## config.mk

```make
export PLATFORM = sky130hd
export DESIGN_NAME = dds_phase_accum
export DESIGN_NICKNAME = d
export VERILOG_FILES = /design/src/rtl/dds_phase_accum.sv
export SDC_FILE = /design/constraint.sdc
export NUM_CORES = 1
export LEC_CHECK = 0
export BUFFER_PORTS_ARGS = -buffer_cell sky130_fd_sc_hd__buf_2
export CAP_MARGIN = 5
export CORE_AREA = 2 2 153 155
export CTS_BUF_LIST = sky130_fd_sc_hd__clkbuf_16
export CTS_CLUSTER_SIZE = 24
export DETAILED_ROUTE_END_ITERATION = 6
export DIE_AREA = 0 0 155 157
export PLACE_DENSITY = 0.86
export SETUP_SLACK_MARGIN = 0.1
export SYNTH_ARGS = -nofsm -noshare
export SYNTH_HDL_FRONTEND = slang
export SYNTH_SLANG_ARGS = --single-unit
```

## constraint.sdc

```tcl
create_clock -name clk -period 6.8 [get_ports clk]
set_clock_uncertainty 0.1 [all_clocks]
set_input_delay 1.02 -clock clk [delete_from_list [all_inputs] [get_ports clk]]
set_output_delay 1.02 -clock clk [all_outputs]
set_load 0.01 [all_outputs]
```

## src/rtl/dds_phase_accum.sv

```systemverilog
// DDS phase accumulator with a valid/ready control-word port.
// New frequency and phase words take effect either on the next cycle or at the next
// accumulator wrap. Deferring them to the wrap lets the frequency change without a glitch.
module dds_phase_accum #(
   parameter int ACC_W = 32,
   parameter int PM_W  = 16,
   parameter int OUT_W = 12
) (
   input  logic             clk,
   input  logic             rst,
   input  logic             en,
   input  logic             cfg_valid,
   output logic             cfg_ready,
   input  logic [ACC_W-1:0] cfg_phase_inc,
   input  logic [ACC_W-1:0] cfg_freq_mod,
   input  logic [PM_W-1:0]  cfg_phase_mod,
   input  logic             cfg_defer,
   output logic [OUT_W-1:0] phase_out,
   output logic             phase_valid,
   output logic             wrap_pulse,
   output logic             sq_out
);

   typedef enum logic [1:0] {
      IDLE = 2'd0,
      RUN  = 2'd1,
      PEND = 2'd2
   } state_t;

   state_t           state_q, state_d;
   logic [ACC_W-1:0] acc_q, acc_d;
   logic [ACC_W-1:0] inc_q, inc_d;
   logic [ACC_W-1:0] fmod_q, fmod_d;
   logic [PM_W-1:0]  pm_q, pm_d;
   logic [ACC_W-1:0] shInc_q, shInc_d;
   logic [ACC_W-1:0] shFmod_q, shFmod_d;
   logic [PM_W-1:0]  shPm_q, shPm_d;
   logic [OUT_W-1:0] phase_q, phase_d;
   logic             pv_q, pv_d;
   logic             wrap_q, wrap_d;

   logic             accept;
   logic [ACC_W-1:0] step;
   logic [ACC_W:0]   sum;
   logic             carry;
   logic [PM_W-1:0]  modPhase;

   // Ready depends only on the state, so it never combinationally depends on cfg_valid.
   assign cfg_ready = (state_q != PEND);
   assign accept    = cfg_valid & cfg_ready;
   assign step      = inc_q + fmod_q;
   assign sum       = {1'b0, acc_q} + {1'b0, step};
   assign carry     = sum[ACC_W];
   assign modPhase  = acc_q[ACC_W-1 -: PM_W] + pm_q;

   assign phase_out   = phase_q;
   assign phase_valid = pv_q;
   assign wrap_pulse  = wrap_q;
   assign sq_out      = phase_q[OUT_W-1];

   // Next-state logic: the control FSM, the active and shadow word registers, and the output pipeline.
   always_comb begin
      state_d  = state_q;
      acc_d    = acc_q;
      inc_d    = inc_q;
      fmod_d   = fmod_q;
      pm_d     = pm_q;
      shInc_d  = shInc_q;
      shFmod_d = shFmod_q;
      shPm_d   = shPm_q;
      phase_d  = OUT_W'(modPhase >> (PM_W - OUT_W));
      pv_d     = 1'b1;
      wrap_d   = 1'b0;

      if (accept) begin
         shInc_d  = cfg_phase_inc;
         shFmod_d = cfg_freq_mod;
         shPm_d   = cfg_phase_mod;
      end

      case (state_q)
         IDLE: begin
            acc_d   = '0;
            phase_d = '0;
            pv_d    = 1'b0;
            if (accept) begin
               inc_d  = cfg_phase_inc;
               fmod_d = cfg_freq_mod;
               pm_d   = cfg_phase_mod;
            end
            if (en) begin
               state_d = RUN;
            end
         end
         RUN: begin
            if (!en) begin
               acc_d   = '0;
               state_d = IDLE;
               if (accept) begin
                  inc_d  = cfg_phase_inc;
                  fmod_d = cfg_freq_mod;
                  pm_d   = cfg_phase_mod;
               end
            end else begin
               acc_d  = sum[ACC_W-1:0];
               wrap_d = carry;
               if (accept) begin
                  if (cfg_defer) begin
                     state_d = PEND;
                  end else begin
                     inc_d  = cfg_phase_inc;
                     fmod_d = cfg_freq_mod;
                     pm_d   = cfg_phase_mod;
                  end
               end
            end
         end
         PEND: begin
            if (!en) begin
               acc_d   = '0;
               state_d = IDLE;
               inc_d   = shInc_q;
               fmod_d  = shFmod_q;
               pm_d    = shPm_q;
            end else begin
               acc_d  = sum[ACC_W-1:0];
               wrap_d = carry;
               if (carry) begin
                  inc_d   = shInc_q;
                  fmod_d  = shFmod_q;
                  pm_d    = shPm_q;
                  state_d = RUN;
               end
            end
         end
         default: begin
            state_d = IDLE;
         end
      endcase
   end

   // State registers. Reset clears every word, so the block restarts silent in IDLE.
   always_ff @(posedge clk or posedge rst) begin
      if (rst) begin
         state_q  <= IDLE;
         acc_q    <= '0;
         inc_q    <= '0;
         fmod_q   <= '0;
         pm_q     <= '0;
         shInc_q  <= '0;
         shFmod_q <= '0;
         shPm_q   <= '0;
         phase_q  <= '0;
         pv_q     <= 1'b0;
         wrap_q   <= 1'b0;
      end else begin
         state_q  <= state_d;
         acc_q    <= acc_d;
         inc_q    <= inc_d;
         fmod_q   <= fmod_d;
         pm_q     <= pm_d;
         shInc_q  <= shInc_d;
         shFmod_q <= shFmod_d;
         shPm_q   <= shPm_d;
         phase_q  <= phase_d;
         pv_q     <= pv_d;
         wrap_q   <= wrap_d;
      end
   end

endmodule

```

# == Word-level counts from Yosys, hierarchy flattened ==
# Index checks and enable logic that the tools add are counted.
# word_totals
wordCells,63
reg_bits,208
input_bits,85
output_inout_bits,16
# classes
add_sub_neg,3
eq_ne,8
n_bitwise,1
mux,34
reduce_logical,6
# op_table
operator,count
2-to-1 mux 32 bit,13
case mux 32 bit (3 select lines),2
2-to-1 mux 16 bit,6
case mux 32 bit (2 select lines),1
case mux 16 bit (3 select lines),1
adder 32 x 32 -> 33 bit,1
adder 32 bit,1
adder 16 bit,1
2-to-1 mux 12 bit,1
2-to-1 mux 2 bit,6
inequality test 3 bit (second input constant),4
AND reduction 4 bit,2
case mux 2 bit (3 select lines),1
inequality test 2 bit (second input constant),2
2-to-1 mux 1 bit,3
nonzero test 3 bit,1
== test 2 x 1 -> 1 bit (second input constant),1
== test 2 bit (second input constant),1
zero test 2 bit,1
nonzero test 2 bit,1
OR reduction 2 bit,1
bitwise AND 1 bit,1

# == Depth between registers and ports, before layout ==
# depth
depth_word,5
mapped_depth,22

# == Worst setup path after synthesis ==
# OpenSTA, ideal clock, no wires.
# synth_timing
kind,reg2reg
start,register inc_q[0]
end,register state_q[0]
setup_slack_ns,2.203
arrival_time_ns,4.372
period_less_slack_ns,4.597
setup_ns,0.125
path_stages_with_launch,19
n_path_buf,0
cell_sequence,dfrtp_1 > ha_1 > fa_1 > a21o_1 > a21oi_2 > o21a_1 > o221ai_1 > a211oi_1 > o31ai_1 > a31o_2 > a311oi_1 > xnor2_1 > ha_1 > a21o_1 > a21oi_1 > o21a_1 > a31oi_4 > o211ai_1 > mux2_2
# synth_between
elab_chain_len,4
# synth_lines
item,line_no,source
"start, declared",32,"logic [ACC_W-1:0] inc_q, inc_d;"
"start signal, assigned",159,inc_q <= inc_d;
adder 32 bit,51,assign step = inc_q + fmod_q;
adder 32 x 32 -> 33 bit,52,"assign sum = {1'b0, acc_q} + {1'b0, step};"
inequality test 3 bit (no source line),--,
AND reduction 4 bit (no source line),--,
"end signal, assigned",157,state_q <= state_d;
"end, declared",30,"state_t state_q, state_d;"
# Every way passes these cells.
# A chain may end at the register's enable or synchronous reset.

# == Worst setup path after layout ==
# layout_timing
start,register inc_q[11]
end,register fmod_q[0]
# layout_between
elab_chain_len,4
# layout_lines
item,line_no,source
adder 32 bit,51,
adder 32 x 32 -> 33 bit,52,
inequality test 3 bit (no source line),--,
AND reduction 4 bit (no source line),--,
"end signal, assigned",160,fmod_q <= fmod_d;
"end, declared",33,"logic [ACC_W-1:0] fmod_q, fmod_d;"
# Every way passes these cells.

==> flow_summary_export.csv <==
group,metric,value,unit
die,fp.dieW,155,um
critical_path,critPathLaunch,"inc_q[11]",
status,status,"finished clean",
clocking,htree_levels,1,
sta,period_share,83.6,%
clocking,clock_sinks,208,
power_and_ir_drop,power.density,521,nW/um^2
critical_path,max_stage_delay,0.50,ns
die,die-area,24300,sq um
synth,syn-num-nets,1468,
critical_path,path_cells,"ha_1, nand4_1, or3b_2, and3b_1, or2_2, inv_1, o21ai_0, a31oi_1, xnor2_1, ha_1, nand3_1, nor2_1, a221oi_2, o221ai_1, a21o_1, o211ai_2, a31oi_4, o221ai_4, buf_12, o2bb2ai_1",
global_route,grt_use_total,25.5,%
sta,finalHoldViolCount,0,
critical_path,worstPathRequired,7.14,ns
die,start_util,54.8,%
synth,async_reset_ff_share,100,%
die,core,22500,sq um
final_layout,syn_to_final_growth,12.2,%
clocking,insertion_delay,0.54,ns
drt,dr.pass1.iters,5,
critical_path,critPathMostFrequentCell,"ha_1",
global_route,grt_max_degree,99,
final_layout,layout.nets,1531,
placed_design,place_congestion,0.906,
synth,synth_cells,1300,
clocking,cts_resized,0,
die,die_y,157,um
synth,synth_edf_count,0,
drt,post_drt_wl_per_cell,18.5,um
clocking,numCtsBuffers,24,
critical_path,reg2regPathDepth,20,
synth,ys_types,66,
drt,routed_wl,30800,um
clocking,cts_root_buffer,"clkbuf_16",
global_route,antenna_found_initial,0,
hold_path,holdPathStages,2,
sta,max-slew-margin-rel,20.5,%
synth,synth_area,12300,sq um
critical_path,critPathMaxFanout,67,
critical_path,r2r-end,"fmod_q[0]",
synth,ys.flop_type,"dfrtp_1",
critical_path,reg2reg_from,"inc_q[11]",
synth,synth_top_cell_by_area,"dfrtp_1",
final_layout,insertedDiodeCount,0,
critical_path,critPathCaptureType,"flip-flop",
drt,vias,10208,
synth,synth.top_cells.by_area,"dfrtp_1, nand2_1, ha_1",
hold_path,worstHoldStart,"shInc_q[7]",
placed_design,dp_cells,1622,
final_layout,final_cell_count_no_fill,1666,
global_route,grt_first_pass_wirelength,50500,um
die,io_pins,101,
final_layout,layout-drive-gt1-share,13.8,%
synth,yosysWarningCount,0,
sta,timing.hold.ws,0.371,ns
flow_run,drv_cap,0,
hold_path,min_to,"shInc_q[7]",
critical_path,setup.worst_path.class,"reg2reg",
clocking,postCtsHoldBufs,0,
critical_path,arrival,6.03,ns
placed_design,place_area,13000,sq um
global_route,gr-total-overflow,0,
drt,drtAntennaViolNets,0,
placed_design,port_buffers,100,
sta,min_period,5.68,ns
critical_path,worst_setup_path_start_kind,"flip-flop",
sta,final.setup.tns,0,ns
placed_design,dp_hpwl,20700,um
synth,ys_seq_elements,208,
global_route,grt_pass1_vias,10033,
critical_path,ff2ff_setup_slack,1.12,ns
sta,rsz0062_at_grt,"false",
critical_path,slowest_stage,"o221ai_4",
clocking,post_cts_buffers,0,
clocking,tritoncts,"built",
drt,first_iter_violations,793,
die,fp-row-count,55,
sta,fmax,0.176,GHz
drt,vias_per_cell,6.13,
sta,final_max_slew_viol_count,0,
power_and_ir_drop,power.leakage,6.85,nW
synth,syn_avg_cell_area,9.49,sq um
synth,yosysSeqAreaShare,42.2,%
clocking,clk_pin_slew,0.06,ns
hold_path,min_path_type,"reg2reg",
power_and_ir_drop,peakVddDrop,0.000437,V
clocking,cts.path.max_buffers,3,
sta,tightest_slew,1.19,ns
final_layout,fin_area,13800,sq um
sta,report.final.setup_viol,0,
drt,drc_errors,0,
synth,synth_top_cell_area_share,42.2,%
## cell families after synthesis
logic type / synth area share, %
buf+inv: 3.70
fa+ha+maj: 8.54
flops: 42.2
mux: 0.172
simple gates: 13.3
compound gates: 27.6
xor+xnor: 4.40
## power by group
part	internal [mW]	total, mW	switching, mW
sequential	1.66	1.94	0.277
clock	0.837	1.38	0.547
combinational	1.49	3.88	2.39
## cells in the mapped netlist, types with 20 or more instances
| cell type | instances |
|---|---|
| nand2_1 | 295 |
| dfrtp_1 | 208 |
| a22oi_1 | 82 |
| ha_1 | 81 |
| o2bb2ai_1 | 60 |
| a21oi_1 | 56 |
| clkbuf_1 | 56 |
| o21ai_0 | 53 |
| a21o_1 | 50 |
| a22o_1 | 47 |
| nor2_1 | 45 |
| xnor2_1 | 36 |
| inv_1 | 28 |
| xor2_1 | 26 |
| o2bb2ai_2 | 20 |
## layout make-up
type	instances	area, sq um
timing repair buffer	111	621
fill	1786	8670
tap	285	357
clock buffer	24	601
sequential	208	5200
multi-input combinational	990	6700
clock inverter	20	245
inverter	28	109
## flip-flops by register name, indices dropped and copies added (netlist names)
register / count
acc_q: 32
fmod_q: 32
inc_q: 32
phase_out: 12
phase_valid: 1
pm_q: 16
shFmod_q: 32
shInc_q: 32
shPm_q: 16
state_q: 2
wrap_pulse: 1
## how the worst max path moves through the flow
stage | slack (ns) | cells after the start | endpoint
floorplan | 2.20 | 18 | state_q[0]
global placement | 1.42 | 21 | fmod_q[4]
detailed placement | 1.29 | 21 | fmod_q[0]
CTS | 1.26 | 20 | fmod_q[0]
global route | 0.78 | 20 | fmod_q[0]
finish | 1.12 | 20 | fmod_q[0]
## stage by stage
stage | setup slack [ns] | total power [mW] | utilization [%]
after floorplan | 2.20 | 4.91 | -
after global placement | 1.42 | 5.65 | 57.7
after detailed placement | 1.29 | 5.76 | 57.7
after CTS | 1.26 | 7.20 | 61.5
after global routing | 0.783 | 7.72 | 61.5
final | 1.12 | 7.20 | 61.5
## worst max-delay path, delay by kind of cell, from the launching register on
family | cells | cell delay [ns]
flops | 1 | 0.40
fa+ha+maj | 2 | 0.78
simple gates | 6 | 1.39
xor+xnor | 1 | 0.16
buf+inv | 2 | 0.40
compound gates | 9 | 2.29
## layout by cell type (no fill, tap or decap), drive strengths merged, types with 7 or more instances in the layout
cell,count
nand2,295
dfrtp,208
buf,111
a22oi,82
ha,81
o2bb2ai,80
o21ai,58
a21oi,57
a21o,50
a22o,47
nor2,45
xnor2,36
inv,33
xor2,26
clkbuf,24
nand3,12
nand2b,9
o21a,9
a31oi,9
clkinv,9
o31ai,8
nor2b,8
a211oi,7
## routing by layer
| metal | wire, um | global-route usage (%) | vias up |
|---|---|---|---|
| met5 | 0 | 0 | - |
| met4 | 976 | 9.35 | 0 |
| met3 | 1790 | 3.55 | 78 |
| met2 | 14500 | 41.9 | 329 |
| met1 | 13600 | 34.6 | 4958 |
| li1 | - | - | 4843 |
Power figures use the tool's default switching activity.
